## src/rtl/rr_mux_pkg.sv

```systemverilog
`default_nettype none
// ============================================================================
//  Module   : rr_mux_pkg
//  Purpose  : Shared mode encodings and the circular first-set search helper
//             used by the round-robin multiplexer and its arbiter.
//  Revision : 1.0  initial release
// ============================================================================
package rr_mux_pkg;

    // Operating modes of the multiplexer
    localparam logic MODE_RR    = 1'b0;
    localparam logic MODE_FIXED = 1'b1;

    // Widest request vector the search helper accepts
    localparam int MAX_CH = 64;

    // Index of the first set bit of req[n-1:0] scanning start, start+1, ...
    // modulo n; returns -1 when no bit is set.
    function automatic int first_set_from(input logic [MAX_CH-1:0] req,
                                          input int n,
                                          input int start);
        int result;
        int k;
        result = -1;
        for (int i = 0; i < MAX_CH; i++) begin
            if (i < n && result < 0) begin
                k = (start + i) % n;
                if (req[6'(k)]) begin
                    result = k;
                end
            end
        end
        return result;
    endfunction

endpackage
`default_nettype wire

```

## src/rtl/rr_arbiter.sv

```systemverilog
`default_nettype none
// ============================================================================
//  Module   : rr_arbiter
//  Purpose  : Combinational grant selection: round-robin from ptr+1, or a
//             fixed select index. With RR_MUX_LOCK_EN defined, an active
//             lock restricts the grant to the locked channel in both modes.
//  Revision : 1.0  initial release
// ============================================================================
module rr_arbiter
    import rr_mux_pkg::*;
#(
    parameter int S_LINES = 2,
    parameter int N       = 2**S_LINES
) (
    input  logic [N-1:0]       req,
    input  logic [S_LINES-1:0] ptr,
    input  logic               mode,
    input  logic [S_LINES-1:0] sel,
`ifdef RR_MUX_LOCK_EN
    input  logic               lock_active,
    input  logic [S_LINES-1:0] lock_ch,
`endif
    output logic [S_LINES-1:0] grant_idx,
    output logic               grant_valid
);

    logic [S_LINES-1:0] start_idx;
    int                 rr_pick;

    // Search begins one past the last winner; the S_LINES-bit add wraps N-1 to 0
    assign start_idx = ptr + 1'b1;

    // Pick the grant for the current mode (and lock state, when enabled)
    always_comb begin
        grant_idx   = '0;
        grant_valid = 1'b0;
        rr_pick     = first_set_from(MAX_CH'(req), N, int'(start_idx));
`ifdef RR_MUX_LOCK_EN
        if (lock_active) begin
            grant_idx   = lock_ch;
            grant_valid = req[lock_ch];
        end else
`endif
        if (mode == MODE_FIXED) begin
            grant_idx   = sel;
            grant_valid = req[sel];
        end else if (rr_pick >= 0) begin
            grant_idx   = S_LINES'(rr_pick);
            grant_valid = 1'b1;
        end
    end

endmodule
`default_nettype wire

```

## src/rtl/rr_mux_mxn.sv

```systemverilog
`default_nettype none
// ============================================================================
//  Module   : rr_mux_mxn
//  Purpose  : Registered N:1 multiplexer with valid/ready on every input
//             channel and on the output. Round-robin or fixed-select mode,
//             one-deep output register, one cycle of latency, 1 beat/cycle.
//  Options  : RR_MUX_LOCK_EN adds in_last/out_last and packet locking.
//  Revision : 1.0  initial release
// ============================================================================
module rr_mux_mxn
    import rr_mux_pkg::*;
#(
    parameter int S_LINES = 2,
    parameter int D_WIDTH = 8
) (
    input  logic                          clk,
    input  logic                          rst_n,
    input  logic [D_WIDTH*(2**S_LINES)-1:0] in_data,
    input  logic [(2**S_LINES)-1:0]       in_valid,
    output logic [(2**S_LINES)-1:0]       in_ready,
`ifdef RR_MUX_LOCK_EN
    input  logic [(2**S_LINES)-1:0]       in_last,
    output logic                          out_last,
`endif
    input  logic                          mode,
    input  logic [S_LINES-1:0]            sel,
    output logic [D_WIDTH-1:0]            out_data,
    output logic                          out_valid,
    output logic [S_LINES-1:0]            out_sel,
    input  logic                          out_ready
);

    localparam int N = 2**S_LINES;

    logic [D_WIDTH-1:0] chan_data [N];
    logic [S_LINES-1:0] ptr;
    logic [S_LINES-1:0] grant_idx;
    logic               grant_valid;
    logic               load;
    logic               take;

`ifdef RR_MUX_LOCK_EN
    logic               lock_active;
    logic [S_LINES-1:0] lock_ch;
`endif

    // Split the flat input bus into per-channel words
    for (genvar k = 0; k < N; k++) begin : g_chan
        assign chan_data[k] = in_data[D_WIDTH*k +: D_WIDTH];
    end

    // Output register can accept a new beat when empty or being drained
    assign load = !out_valid || out_ready;
    assign take = rst_n && load && grant_valid;

    rr_arbiter #(
        .S_LINES (S_LINES),
        .N       (N)
    ) u_arbiter (
        .req         (in_valid),
        .ptr         (ptr),
        .mode        (mode),
        .sel         (sel),
`ifdef RR_MUX_LOCK_EN
        .lock_active (lock_active),
        .lock_ch     (lock_ch),
`endif
        .grant_idx   (grant_idx),
        .grant_valid (grant_valid)
    );

    // One-hot accept to the granted producer, only when the beat is taken
    always_comb begin
        in_ready = '0;
        if (take) begin
            in_ready[grant_idx] = 1'b1;
        end
    end

    // Output register, priority pointer and lock state
    always_ff @(posedge clk) begin
        if (!rst_n) begin
            out_valid   <= 1'b0;
            out_data    <= '0;
            out_sel     <= '0;
            ptr         <= '1;
`ifdef RR_MUX_LOCK_EN
            out_last    <= 1'b0;
            lock_active <= 1'b0;
            lock_ch     <= '0;
`endif
        end else if (load) begin
            if (grant_valid) begin
                out_valid   <= 1'b1;
                out_data    <= chan_data[grant_idx];
                out_sel     <= grant_idx;
                ptr         <= grant_idx;
`ifdef RR_MUX_LOCK_EN
                out_last    <= in_last[grant_idx];
                lock_active <= !in_last[grant_idx];
                lock_ch     <= grant_idx;
`endif
            end else begin
                out_valid <= 1'b0;
            end
        end
    end

endmodule
`default_nettype wire

```

## config.mk

```make
export PLATFORM = sky130hd
export DESIGN_NAME = rr_mux_mxn
export DESIGN_NICKNAME = d
export VERILOG_FILES = /design/src/rtl/rr_mux_pkg.sv /design/src/rtl/rr_arbiter.sv /design/src/rtl/rr_mux_mxn.sv
export SDC_FILE = /design/constraint.sdc
export NUM_CORES = 1
export LEC_CHECK = 0
export ABC_AREA = 1
export BUFFER_PORTS_ARGS = -buffer_cell sky130_fd_sc_hd__buf_2
export CAP_MARGIN = 25
export CORE_MARGIN = 8
export CORE_UTILIZATION = 44
export CTS_CLUSTER_DIAMETER = 120
export CTS_CLUSTER_SIZE = 30
export DETAILED_ROUTE_END_ITERATION = 10
export GPL_TIMING_DRIVEN = 1
export MAX_ROUTING_LAYER = met4
export PLACE_DENSITY = 0.79
export SLEW_MARGIN = 5
export SYNTH_ARGS = -nofsm -noshare
export SYNTH_HDL_FRONTEND = slang
export SYNTH_SLANG_ARGS = --single-unit
export TNS_END_PERCENT = 1
```

## constraint.sdc

```tcl
create_clock -name clk -period 2.29 [get_ports clk]
set_clock_uncertainty 0.2 [all_clocks]
set_input_delay 0.229 -clock clk [delete_from_list [all_inputs] [get_ports clk]]
set_output_delay 0.229 -clock clk [all_outputs]
set_load 0.05 [all_outputs]
```

==> results_dict.tcl <==
set metrics [dict create \
    yosysTopAreaCell "dfxtp_1" \
    cp-end-kind "output pin" \
    path_max_fanout 8 \
    r2r_cells 15 \
    crit_path_top_delay_cell "dfxtp_4" \
    synthTopCellsByArea "dfxtp_1 (25%), nand2_1 (14%), nand3_1 (14%), nor2_1 (7.5%), nand4_1 (7.1%)" \
    syn_nets 215 \
    ant_nets 0 \
    cts_buffer_depth 2 \
    maxCapViolations 0 \
    dr.pass1.iters 4 \
    finalNetCount 272 \
    drc 0 \
    clk_latency_ns 0.28 \
    peakVddDrop_mv 0.388 \
    postSynthAreaPerCell_sq_um 6.10 \
    fp.dieW_um 65.0 \
    max_freq_mhz 462 \
    critical_path_required_ns 1.86 \
    synthArstFlopShare 0 \
    whs_ns 0.0412 \
    grt_start_max_net_pins 21 \
    drv_slew 0 \
    outcome "complete, no violations" \
    p_leak_uw 0.000763 \
    grt_pass1_wl_mm 5.73 \
    synth_cells 173 \
    hpwl_mm 2.68 \
    layout_min_cycle_time_ns 2.16 \
    period_share 0.945 \
    grt_pass1_vias 1324 \
    start_util 0.473 \
    cp.arrival_ns 1.73 \
    place_area_sq_um 1350 \
    ios 57 \
    rows 17 \
    dp_cells 252 \
    start_kind "flop" \
    finalHoldViolCount 0 \
    synth_top_flop_cell "dfxtp_1" \
    ys_seq_elements 13 \
    clkTransAtPathRegs_ns 0.08 \
    area_growth_pct 35.7 \
    port_buffers 56 \
    tns_ns 0 \
    fin_area_sq_um 1430 \
    regArea_sq_um 264 \
    finalNonFillerCells 257 \
    tightestPinTransition_ns 0.291 \
    n_antenna_cell 0 \
    antenna_found_initial 0 \
    holdBufCountCts 0 \
    synth_enable_flop_cells 0 \
    seq_area_frac_synth 0.246 \
    root_buffer "clkbuf_4" \
    finalSetupViolCount 0 \
    p_total_uw 939 \
    relSlewSlack 0.806 \
    overflow 0 \
    synth.most_common_cell "nand2_1" \
    gp_congestion 0.875 \
    core-area_sq_um 2230 \
    yosysWarnings 0 \
    dieArea_sq_um 4220 \
    critPathMaxStageDelay_ns 0.40 \
    r2r_slack_ns 0.25 \
    routed_via_density 5.23 \
    cts_sinks 13 \
    path_cells "inv_4 > nand2_1 > nand2_2 > nand2_2 > inv_2 > nand2_1 > nand3_2 > inv_2 > nand2_2 > nor3_2 > buf_6" \
    power-per-cell-area_nw_per_um2 655 \
    cts_tree "done" \
    first_iter_violations 69 \
    multi_input_area_sq_um 706 \
    gr-usage-all-layers 0.169 \
    drive_above_1_share 0.384 \
    cts_buffers 3 \
    yosysTopAreaCellShare 0.246 \
    yosysUniqueCellTypes 23 \
    wl_mm 3.37 \
    n_fill_cell 228 \
    path_class "flop to output pin" \
    netlist_area_sq_um 1060 \
    worstHoldPathCells 5 \
    via_count 1343 \
    hold_class "primary input to flop" \
    crit_top_cell "nand2_2" \
    wl_per_cell_um 13.1 \
    cts-htree-levels 1 \
    die_h_um 65.0 \
    synth_commonest_cells "nand2_1 (39), nand3_1 (29), nor2_1 (21), dfxtp_1 (13), nand4_1 (12)" \
]
-- metal layers --
metal  vias to the layer above  track usage  routed length, um
met4                         0       0.0681                 46
met5                         -            -                  0
met1                       587        0.200               1570
met2                        55        0.271               1560
li1                        696            -                  -
met3                         5       0.0378                196
-- repair_timing --
action,CTS,global route
endpoints found under the hold margin,0,0
endpoints found under the setup margin,4,4
setup buffers,0,1
pin swaps,0,1
resized for setup,4,13
-- power by group --
group,total [uW],switching [uW],internal [uW]
Combinational,512,348,164
Clock,145,77.7,67.6
Sequential,281,21.5,260
-- worst paths after layout --
path                           startpoint                       end
hold reg to reg   out_sel[1]$_SDFFE_PN0P_   out_sel[1]$_SDFFE_PN0P_
setup reg to reg      ptr[0]$_SDFFE_PN1P_  out_data[3]$_SDFFE_PN0P_
hold / removal                in_data[25]  out_data[1]$_SDFFE_PN0P_
setup / recovery      ptr[0]$_SDFFE_PN1P_               in_ready[0]
-- worst max-delay path: cells and delay by family, from the launching register on --
| kind | cells | cell delay, ns |
|---|---|---|
| AND/OR/NAND/NOR | 7 | 0.67 |
| flip-flops | 1 | 0.40 |
| buffers and inverters | 4 | 0.38 |
-- placed cells by master (no fill, tap or decap), drive strengths merged --
cell type / netlist / routed
clkbuf: 1 / 4
a21oi: 7 / 7
o21ai: 10 / 10
and3: 1 / 1
inv: 15 / 15
o211ai: 3 / 3
nand3: 32 / 32
dfxtp: 13 / 13
nand4: 12 / 12
nor3: 4 / 4
nand2: 44 / 44
buf: 9 / 62
nor2: 22 / 22
-- area by class of cell --
cell class              count  share of cell area
clock buffers               4              0.0183
inverters                  15              0.0410
well taps                  28              0.0245
multi-input cells         135               0.493
flip-flops and latches     13               0.184
repair buffers             62               0.239
-- cell families after synthesis --
group | Yosys count | share of synthesized area
flops | 13 | 0.246
buf+inv | 25 | 0.116
simple gates | 115 | 0.525
compound gates | 20 | 0.113
-- metrics by stage --
step	setup WS, ns	util
2_1_floorplan	-0.372	-
3_3_place_gp	0.211	0.602
3_5_place_dp	0.176	0.602
4_1_cts	0.00484	0.618
5_1_grt	-0.0133	0.641
6_report	0.127	0.641
-- sequential cells by signal (all words and copies together), names as in the netlist --
signal	cells
out_sel	2
ptr	2
out_data	8
out_valid	1
Power figures use the tool's default switching activity.
